==> config.mk <==
export PLATFORM = sky130hd
export DESIGN_NAME = mux_ulab_pipe_flat
export DESIGN_NICKNAME = d
export VERILOG_FILES = /design/src/rtl/mux_ulab_pipe_if.sv /design/src/rtl/mux_ulab_pipe.sv /design/src/flat_wrapper.sv
export SDC_FILE = /design/constraint.sdc
export NUM_CORES = 1
export LEC_CHECK = 0
export CORE_UTILIZATION = 30
export DETAILED_ROUTE_END_ITERATION = 8
export PLACE_DENSITY = 0.62
export SKIP_LAST_GASP = 1
export SYNTH_ARGS = -nofsm -noshare
export SYNTH_HDL_FRONTEND = slang
export SYNTH_SLANG_ARGS = --single-unit
==> constraint.sdc <==
create_clock -name clk -period 2.6 [get_ports clk]
set_input_delay 0.26 -clock clk [delete_from_list [all_inputs] [get_ports clk]]
set_output_delay 0.26 -clock clk [all_outputs]
set_load 0.02 [all_outputs]
==> src/rtl/mux_ulab_pipe_if.sv <==
// Operand-B request/response bundle between decode/register-read and the ALU.
// Carries the upstream request (valid/ready + select fields) and the downstream result.
// master = producer/consumer side around the selector, slave = the selector itself.
interface mux_ulab_pipe_if #(
  parameter int WIDTH = 32,
  parameter int IMM_W = 16
);
  logic             in_valid;
  logic             in_ready;
  logic [2:0]       sel;
  logic [WIDTH-1:0] reg_b;
  logic [IMM_W-1:0] imm;
  logic [4:0]       shamt;
  logic             out_valid;
  logic             out_ready;
  logic [WIDTH-1:0] out_data;

  modport master (
    output in_valid, sel, reg_b, imm, shamt, out_ready,
    input  in_ready, out_valid, out_data
  );

  modport slave (
    input  in_valid, sel, reg_b, imm, shamt, out_ready,
    output in_ready, out_valid, out_data
  );
endinterface

==> src/rtl/mux_ulab_pipe.sv <==
// Registered ALU operand-B selector feeding a 2-entry skid buffer.
// Latency: 1 cycle from accept to out_data when the buffer is empty or popping.
// Backpressure: absorbs one extra operand while stalled; in_ready drops only when both entries are full.
module mux_ulab_pipe #(
  parameter int WIDTH      = 32,
  parameter int IMM_W      = 16,
  parameter int CONST_STEP = 4
) (
  input  logic            clk,
  input  logic            reset,
  mux_ulab_pipe_if.slave  bus,
  output logic            sel_err,
  input  logic            clr_err
);

  typedef enum logic [1:0] {
    EMPTY = 2'd0,
    ONE   = 2'd1,
    TWO   = 2'd2
  } state_t;

  state_t           state;
  logic [WIDTH-1:0] head;
  logic [WIDTH-1:0] skid;
  logic             out_valid_q;
  logic             in_ready_q;
  logic [WIDTH-1:0] sel_val;
  logic [WIDTH-1:0] imm_sext;
  logic             accept;
  logic             pop;

  assign accept        = bus.in_valid && in_ready_q;
  assign pop           = out_valid_q && bus.out_ready;
  assign bus.out_valid = out_valid_q;
  assign bus.in_ready  = in_ready_q;
  assign bus.out_data  = head;
  assign imm_sext      = {{(WIDTH-IMM_W){bus.imm[IMM_W-1]}}, bus.imm};

  // Operand-B mux; reserved encoding yields zero so the ALU sees a harmless value.
  always_comb begin
    sel_val = '0;
    case (bus.sel)
      3'b000:  sel_val = bus.reg_b;
      3'b001:  sel_val = WIDTH'(CONST_STEP);
      3'b010:  sel_val = imm_sext;
      3'b011:  sel_val = imm_sext << 2;
      3'b100:  sel_val = {{(WIDTH-IMM_W){1'b0}}, bus.imm};
      3'b101:  sel_val = WIDTH'(bus.imm) << 16;
      3'b110:  sel_val = {{(WIDTH-5){1'b0}}, bus.shamt};
      default: sel_val = '0;
    endcase
  end

  // Skid-buffer FSM; handshake outputs are registered so they depend on state only.
  always_ff @(posedge clk or negedge reset) begin
    if (!reset) begin
      state       <= EMPTY;
      head        <= '0;
      skid        <= '0;
      out_valid_q <= 1'b0;
      in_ready_q  <= 1'b1;
    end else begin
      case (state)
        EMPTY: begin
          if (accept) begin
            head        <= sel_val;
            state       <= ONE;
            out_valid_q <= 1'b1;
          end
        end
        ONE: begin
          if (accept && !pop) begin
            skid       <= sel_val;
            state      <= TWO;
            in_ready_q <= 1'b0;
          end else if (accept && pop) begin
            head <= sel_val;
          end else if (pop) begin
            state       <= EMPTY;
            out_valid_q <= 1'b0;
          end
        end
        TWO: begin
          // in_ready is low here, so only a pop can happen.
          if (pop) begin
            head       <= skid;
            state      <= ONE;
            in_ready_q <= 1'b1;
          end
        end
        default: begin
          state       <= EMPTY;
          out_valid_q <= 1'b0;
          in_ready_q  <= 1'b1;
        end
      endcase
    end
  end

  // Sticky reserved-select flag; a fresh error in the same cycle beats the clear.
  always_ff @(posedge clk or negedge reset) begin
    if (!reset) begin
      sel_err <= 1'b0;
    end else if (accept && (bus.sel == 3'b111)) begin
      sel_err <= 1'b1;
    end else if (clr_err) begin
      sel_err <= 1'b0;
    end
  end

endmodule

==> src/flat_wrapper.sv <==
// flat-port wrapper written by rule: the top's interface ports become plain ports
module mux_ulab_pipe_flat 
#(
  parameter int WIDTH      = 32,
  parameter int IMM_W      = 16,
  parameter int CONST_STEP = 4
)
  (clk, reset, sel_err, clr_err, bus_in_valid, bus_sel, bus_reg_b, bus_imm, bus_shamt, bus_out_ready, bus_in_ready, bus_out_valid, bus_out_data);
  mux_ulab_pipe_if #(.WIDTH(WIDTH), .IMM_W(IMM_W)) bus_i ();
  input  logic clk;
  input  logic reset;
  output logic sel_err;
  input  logic clr_err;
  input wire logic [$bits(bus_i.in_valid)-1:0] bus_in_valid;
  input wire logic [$bits(bus_i.sel)-1:0] bus_sel;
  input wire logic [$bits(bus_i.reg_b)-1:0] bus_reg_b;
  input wire logic [$bits(bus_i.imm)-1:0] bus_imm;
  input wire logic [$bits(bus_i.shamt)-1:0] bus_shamt;
  input wire logic [$bits(bus_i.out_ready)-1:0] bus_out_ready;
  output wire logic [$bits(bus_i.in_ready)-1:0] bus_in_ready;
  output wire logic [$bits(bus_i.out_valid)-1:0] bus_out_valid;
  output wire logic [$bits(bus_i.out_data)-1:0] bus_out_data;
  assign bus_i.in_valid = bus_in_valid;
  assign bus_i.sel = bus_sel;
  assign bus_i.reg_b = bus_reg_b;
  assign bus_i.imm = bus_imm;
  assign bus_i.shamt = bus_shamt;
  assign bus_i.out_ready = bus_out_ready;
  assign bus_in_ready = bus_i.in_ready;
  assign bus_out_valid = bus_i.out_valid;
  assign bus_out_data = bus_i.out_data;
  mux_ulab_pipe #(.WIDTH(WIDTH), .IMM_W(IMM_W), .CONST_STEP(CONST_STEP)) u_core (.clk(clk), .reset(reset), .bus(bus_i), .sel_err(sel_err), .clr_err(clr_err));
endmodule
## Word level (Yosys, flattened, before mapping)

Cells that the tools add are included.

| storage, ports and cells | value |
|---|---|
| register bits | 69 |
| input bits | 61 |
| output and inout port bits | 35 |
| logic and storage cells | 63 |

| operators by class | value |
|---|---|
| eq/ne operators | 18 |
| muxes and demuxes | 22 |
| bitwise gates (word level) | 2 |
| reduce and logical (&&, ||, !) cells | 15 |

Operators by type and width:

| operator | count |
|---|---|
| $pmux W32 S7 | 1 |
| $mux W32 | 4 |
| $pmux W32 S3 | 1 |
| $eq A3 B3 Y1 const B | 4 |
| $mux W2 | 5 |
| $ne A2 B1 Y1 const B | 5 |
| $reduce_and A5 Y1 | 2 |
| $mux W1 | 8 |
| $eq A3 B2 Y1 const B | 2 |
| $pmux W1 S3 | 2 |
| $pmux W2 S3 | 1 |
| $logic_and A1 B1 Y1 | 5 |
| $ne A2 B2 Y1 const B | 2 |
| $reduce_and A4 Y1 | 1 |
| $eq A3 B1 Y1 const B | 1 |
| $logic_not A3 Y1 | 1 |
| $ne A3 B1 Y1 const B | 1 |
| $ne A3 B2 Y1 const B | 1 |
| $reduce_and A3 Y1 | 1 |
| $reduce_bool A3 Y1 | 1 |
| $eq A2 B1 Y1 const B | 1 |
| $eq A2 B2 Y1 const B | 1 |
| $logic_not A2 Y1 | 1 |
| $not A1 Y1 | 2 |
| 3 further kinds | 3 |

## Longest topological paths before layout

Gate-level depths: netlist of the first run.

| logic depth | value |
|---|---|
| depth after elaboration | 5 |
| gate-level depth with buffers | 7 |

## Worst setup path before layout of the first run

OpenSTA, ideal clock, no wires.

| path | value |
|---|---|
| path type | register to register |
| start | reg u_core.in_ready_q (netlist: u_core.bus.in_ready) |
| end | reg u_core.head[16] (netlist: u_core.bus.out_data[16]) |
| data arrival time | 1.512 ns |
| path slack | 0.963 ns |
| stages on the path, launching flop included | 5 |
| path buffers | 1 |
| clock period less this slack | 1.637 ns |
| cell sequence | dfstp_2 > nand2_1 > o221ai_4 > buf_4 > mux2_2 |

| between the ends | value |
|---|---|
| word-level cells in the longest chain between the ends | 4 |
| elaborated cells on any way between the ends | 7 |

RTL lines:

| what | RTL line | source |
|---|---|---|
| from (decl) | mux_ulab_pipe.sv:26 | `logic in_ready_q;` |
| from (signal assigned) | mux_ulab_pipe.sv:61 | `in_ready_q <= 1'b1;` |
| from (signal assigned) | mux_ulab_pipe.sv:75 | `in_ready_q <= 1'b0;` |
| from (signal assigned) | mux_ulab_pipe.sv:88 | `in_ready_q <= 1'b1;` |
| $logic_and A1 B1 Y1 * | mux_ulab_pipe.sv:32 | `assign accept = bus.in_valid && in_ready_q;` |
| $logic_and A1 B1 Y1, on equally long branches | mux_ulab_pipe.sv:76, mux_ulab_pipe.sv:72 |  |
| $ne A2 B1 Y1 (no line) or $ne A2 B2 Y1 (tied branches) | - |  |
| $reduce_and A5 Y1 (no line) * | - |  |
| to (signal assigned) | mux_ulab_pipe.sv:66 | `head <= sel_val;` |
| to (signal assigned) | mux_ulab_pipe.sv:77 | `head <= sel_val;` |
| to (signal assigned) | mux_ulab_pipe.sv:86 | `head <= skid;` |
| to (decl) | mux_ulab_pipe.sv:23 | `logic [WIDTH-1:0] head;` |

Mark *: on every way between the ends. The rest lies on a longest branch, timed or not.
A chain may end at the register's enable or synchronous reset.

## Worst setup path in the final report of the first run

| path | value |
|---|---|
| start | in bus_sel[0] |
| end | reg u_core.head[4] (netlist: u_core.bus.out_data[4]) |

| between the ends | value |
|---|---|
| word-level cells in the longest chain between the ends | 5 |
| elaborated cells on any way between the ends | 12 |

RTL lines:

| what | RTL line | source |
|---|---|---|
| from (decl) | flat_wrapper.sv:15 | `input wire logic [$bits(bus_i.sel)-1:0] bus_sel;` |
| $eq A3 B3 Y1 (tied with other cells) | mux_ulab_pipe.sv:42 | `case (bus.sel)` |
| $pmux W32 S7 * | mux_ulab_pipe.sv:42 |  |
| $mux W32 | mux_ulab_pipe.sv:76 | `end else if (accept && pop) begin` |
| $mux W32 | mux_ulab_pipe.sv:72 | `if (accept && !pop) begin` |
| $pmux W32 S3 * | mux_ulab_pipe.sv:63 | `case (state)` |

Mark *: on every way between the ends. The rest lies on a longest branch, timed or not. The select of a mux whose other input is x is not followed.

==> qor.txt, run 1 <==
Status: completed
Crit share post-route: 73.1%
Top-area cell type share of the netlist area: 41.4%
Die Span Y: 119 microns
Worst EP required: 2.80 ns
Die width: 119 microns
I/O Buffers: 95
FP Rows: 42
Seq/Total Area, Yosys: 42.1%
Setup Viol. Count Final: 0
Syn avg cell area: 10.0 sq um
Routed via count: 3429
Largest net degree at the start of global routing: 70
Sw frac: 22.5%
Yosys warnings: 0
Vias in the first global route: 3334
Power share of the combinational group: 12.7%
Unrepaired setup endpoints after global routing: no
Layout cells sized above 1: 16.9%
Distinct cells, synth: 49
Hold Violations, Final: 0
Initial Util: 30.9%
Hold WC Path Type: input pin to flip-flop
Leakage: 2.29 nW
Root buffer cell: clkbuf_16
First-pass GRT wire length: 17700 microns
Grt ovf: 0
Seq pwr share: 41.2%
Cells after Synth: 409
Worst rel slew slack: 51.2%
DRT Pass-1 Iters: 4
VDD IR max: 0.287 mV
Clk sinks: 69
Maximum level of the CTS H-tree: 3
Num CTS Buffers: 9
IO Count: 96
ANT cells: 0
Pwr Total: 2.61 mW
Core area: 13300 sq um
Clk pwr share: 46.2%
Top post-synthesis cells by area: dfrtp_1 (41%), mux2_4 (7.3%), a21oi_1 (5.5%)
Post-cts hold buffer count: 1
P&R area growth vs syn: 32.7%
Max Slew Vio Count: 0
Fillcell total: 1290
Crit Path Max Fanout: 39
Worst Tran Pin Value: 0.732 ns
Net count after synthesis: 470
Endpoint class of the critical path: flip-flop
Gp weighted congestion: 0.809
Internal: 2.02 mW
Initial antenna violation count: 0
Layout Utilization: 41.0%
Overall Global Routing Usage: 15.8%
Fin nets: 549
Die area: 14200 sq um
Routed wire length: 11000 microns
Clock skew: 0.00876 ns
Setup TNS: 0 ns
Vias/cell: 5.15
Final Critical Period: 1.90 ns
Crit Path Category: input pin to flip-flop
Post-Synthesis Cell Area: 4110 sq um
Synth area leader: dfrtp_1
Routed Antenna Nets: 0
Fmax: 526 MHz
CTS clk-pin slew, worst paths: 0.05 ns
Max-Cap Viols: 0
CP Data Arrival Time: 2.11 ns
Power Density: 479 nW/um^2
Fraction of registers with async set/reset: 100%
# DRC: 0
CTS resizes: 0
Iteration-0 DRC Markers: 255
Startpoint Class: input pin
Clk buf depth: 2
Net Sw Power: 587 uW
Wire per inst: 16.6 microns
Worst-Skew Late Latency: 0.32 ns
Post-CTS Setup Bufs: 0
Ys flop type: dfrtp_1
Post-synth EDFFs: 0
CTS tree: yes
Synthesized flop and latch total: 69
Hpwl dp: 7700 microns
-- state kept, by name (all words and copies together) (netlist names) --
| signal | count |
|---|---|
| u_core.bus.in_ready | 1 |
| u_core.bus.out_data | 32 |
| u_core.bus.out_valid | 1 |
| u_core.sel_err | 1 |
| u_core.skid | 32 |
| u_core.state | 2 |
-- logic make-up after synthesis --
group                  Yosys count  share of synthesized area, %
AND/OR/NAND/NOR                138                          20.3
AO/OA/AOI/OAI                  127                          21.6
multiplexers                    30                          9.99
flip-flops                      69                          42.1
buffers and inverters           44                          5.85
XOR/XNOR                         1                         0.213
-- per-layer routing --
layer	GRT usage (%)	routed length, microns
met1	21.7	5120
met2	25.7	5440
met3	3.35	433
met4	3.09	37
met5	0	0
-- area by class of cell --
class	count	area, sq um	share of cell area, %
multi-input combinational	296	2140	39.3
sequential	69	1730	31.7
timing repair buffer	109	1060	19.5
clock buffer	11	253	4.64
tap	176	220	4.04
clock inverter	2	35.0	0.643
inverter	3	11.3	0.207
-- power groups by stage --
stage,registers (mW),clock network (mW),logic [mW]
after global placement,1.09,0,0.329
final,1.07,1.21,0.331
after floorplan,1.09,0,0.175
after detailed placement,1.09,0,0.332
after CTS,1.07,1.23,0.335
after global routing,1.07,1.28,0.362
-- layout by cell type, fill, tap and decap left out, drive strengths merged, types with 5 or more instances in the layout --
cell,netlist,final
o21ai,16,16
nor2b,5,5
nand2,26,26
and3b,5,5
nor2,35,35
buf,31,17
mux2,28,28
o22a,15,15
clkbuf,10,11
or3b,15,15
o22ai,18,18
and4bb,8,8
nor4b,10,10
clkdlybuf4s50,0,91
a31oi,5,5
dfrtp,68,68
a211oi,13,13
nand3,20,20
a21oi,45,45
-- cell usage after synthesis (15+ instances only) --
cell type	count
o22ai_1	18
buf_2	23
mux2_4	20
a21oi_1	45
nand3_1	20
nor2_1	35
o22a_1	15
nand2_1	24
or3b_1	15
o21ai_0	16
dfrtp_1	68
-- per-stage QoR --
| stage | std cells | instance area (sq um) | hold WS [ns] | setup slack, ns |
|---|---|---|---|---|
| after floorplan | 409 | 4110 | -0.0356 | 0.963 |
| after global placement | 652 | 5150 | 0.309 | 0.457 |
| after detailed placement | 652 | 5150 | 0.311 | 0.393 |
| after CTS | 666 | 5450 | 0.452 | 0.730 |
| after global routing | 666 | 5450 | 0.484 | 0.580 |
| final | 666 | 5450 | 0.465 | 0.699 |
-- path summary, 6_finish.rpt --
path / from / to / slack [ns] / cells past startpoint
worst min register to register: u_core.skid[0] / u_core.skid[0] / 0.48 / 1
worst max register to register: u_core.state[0] / u_core.bus.out_data[20] / 0.78 / 5
min in group asynchronous: reset / u_core.bus.out_data[12] / 0.49 / 3
max in group asynchronous: reset / u_core.bus.in_ready / 1.78 / 3
worst max-delay path: bus_sel[0] / u_core.bus.out_data[4] / 0.70 / 6
worst min-delay path: bus_sel[1] / u_core.sel_err / 0.47 / 3
-- worst max-delay path, stage by stage --
cell     delay (ns)
buf_2          0.56
buf_4          0.38
and3b_1        0.22
o31ai_2        0.26
a31oi_1        0.11
mux2_2         0.28
Power figures use the tool's default switching activity.
==> inputs of run 2 (changes only) <==
clock period = 1.9 ns   (was 2.6 ns; I/O delays follow)
==> qor.txt, run 2 (synthesis gave the netlist of run 1 again) <==
Status: completed
CTS tree: yes
Clk buf depth: 2
Post-CTS Setup Bufs: 0
CP max stage delay: 0.61 ns
Grt ovf: 0
Setup Viol. Count Final: 0
Clk sinks: 69
DRT Pass-1 Iters: 4
Routed Antenna Nets: 0
Crit Path Category: flip-flop to primary output
Initial Util: 30.9%
Hold Violations, Final: 0
Worst Setup SP: u_core.bus.in_ready
Worst rel slew slack: 68.8%
P&R area growth vs syn: 36.7%
Wire per inst: 16.6 microns
IO Count: 96
R2R cell count: 4
Pre-CTS WS: 0.0137 ns
Hpwl dp: 8140 microns
Layout Utilization: 42.2%
Hold wc startpoint: bus_sel[1]
VDD IR max: 0.390 mV
I/O Buffers: 95
Worst Hold Path EP: u_core.skid[3]
Worst Tran Pin Value: 0.457 ns
Routed wire length: 11300 microns
Cell chain of the critical path: clkdlybuf4s50_1
Largest net degree at the start of global routing: 70
Worst-Skew Late Latency: 0.33 ns
Die Span Y: 119 microns
Routed via count: 3464
Worst Slack Setup Final: 0.188 ns
Startpoint Class: flip-flop
Max Slew Vio Count: 0
R2R Path End: u_core.skid[28]
Unrepaired setup endpoints after global routing: no
Die width: 119 microns
Clock skew: 0.00567 ns
Layout cells sized above 1: 18.8%
Root buffer cell: clkbuf_16
Worst path top cell family by delay: buffers and inverters
# DRC: 0
Vias/cell: 5.09
Crit share post-route: 90.1%
Count of cells along the worst hold path: 4
FP Rows: 42
Iteration-0 DRC Markers: 149
Final Critical Period: 1.71 ns
ANT cells: 0
Die area: 14200 sq um
Most frequent cells in the layout: clkdlybuf4s50_1 (91), dfrtp_1 (68), a21oi_1 (45), nor2_1 (35), nand2_1 (24)
Fmax: 584 MHz
Setup TNS: 0 ns
Core area: 13300 sq um
FF-to-FF setup slack: 0.22 ns
Gp weighted congestion: 0.775
Worst EP required: 1.71 ns
WP buf/inv: 1
Overall Global Routing Usage: 16.7%
Hold WC Path Type: input pin to flip-flop
CTS clk-pin slew, worst paths: 0.06 ns
Max-Cap Viols: 0
Crit Path Max Fanout: 6
Commonest non-fill, non-tap cell in the layout: clkdlybuf4s50_1
First-pass GRT wire length: 18600 microns
Pwr Total: 3.62 mW
Power Density: 645 nW/um^2
Endpoint class of the critical path: primary output
Vias in the first global route: 3550
Maximum level of the CTS H-tree: 3
CP Data Arrival Time: 1.52 ns
Leakage: 2.36 nW
Reg2reg start: u_core.bus.in_ready
Num CTS Buffers: 9
CTS resizes: 0
Initial antenna violation count: 0
Fin nets: 560
Critical-path top delay cell: clkdlybuf4s50_1
-- run 2: worst max path at each step --
stage / endpoint / slack, ns / depth (start not counted)
floorplan: u_core.bus.out_data[16] / 0.26 / 4
global placement: u_core.skid[28] / 0.10 / 6
detailed placement: u_core.skid[29] / 0.01 / 5
CTS: bus_in_ready / 0.17 / 1
global route: u_core.skid[30] / 0.12 / 4
finish: bus_in_ready / 0.19 / 1
-- run 2: area by class of cell --
class                           count  area [sq um]
Clock buffer                       12           246
Clock inverter                      4          47.5
Fill cell                        1259          7680
Inverter                            3          11.3
Multi-Input combinational cell    296          2140
Sequential cell                    69          1730
Tap cell                          176           220
Timing Repair Buffer              120          1220
-- run 2: through the flow --
stage | std cells | hold slack (ns) | instance area (sq um)
floorplan | 409 | -0.106 | 4110
global placement | 663 | 0.242 | 5310
detailed placement | 663 | 0.245 | 5310
CTS | 680 | 0.380 | 5620
global route | 680 | 0.405 | 5620
finish | 680 | 0.389 | 5620
-- run 2: report_power, final --
part | switching, mW | internal [mW] | total (mW) | leakage [nW]
Combinational | 0.223 | 0.254 | 0.477 | 1.27
Clock | 0.625 | 1.05 | 1.67 | 0.143
Sequential | 0.0000000000000000281 | 1.47 | 1.47 | 0.950
-- run 2: tightest hold or removal path, cell delays in order --
cell and delay (ns):
buf_2 0.12, buf_4 0.19, o31ai_2 0.08, a31oi_1 0.08
-- run 2: layer usage --
layer,vias up,wire length (microns),global-route usage [%]
met5,-,0,0
met2,95,5360,27.3
met1,1663,5180,21.8
met4,0,110,4.03
li1,1699,-,-
met3,7,610,4.60
-- run 2: timing repair --
action / 4_1_cts / 5_1_grt
hold endpoints to repair: 68 / 0
setup endpoints to repair: 0 / 0
hold buffers: 1 / 0
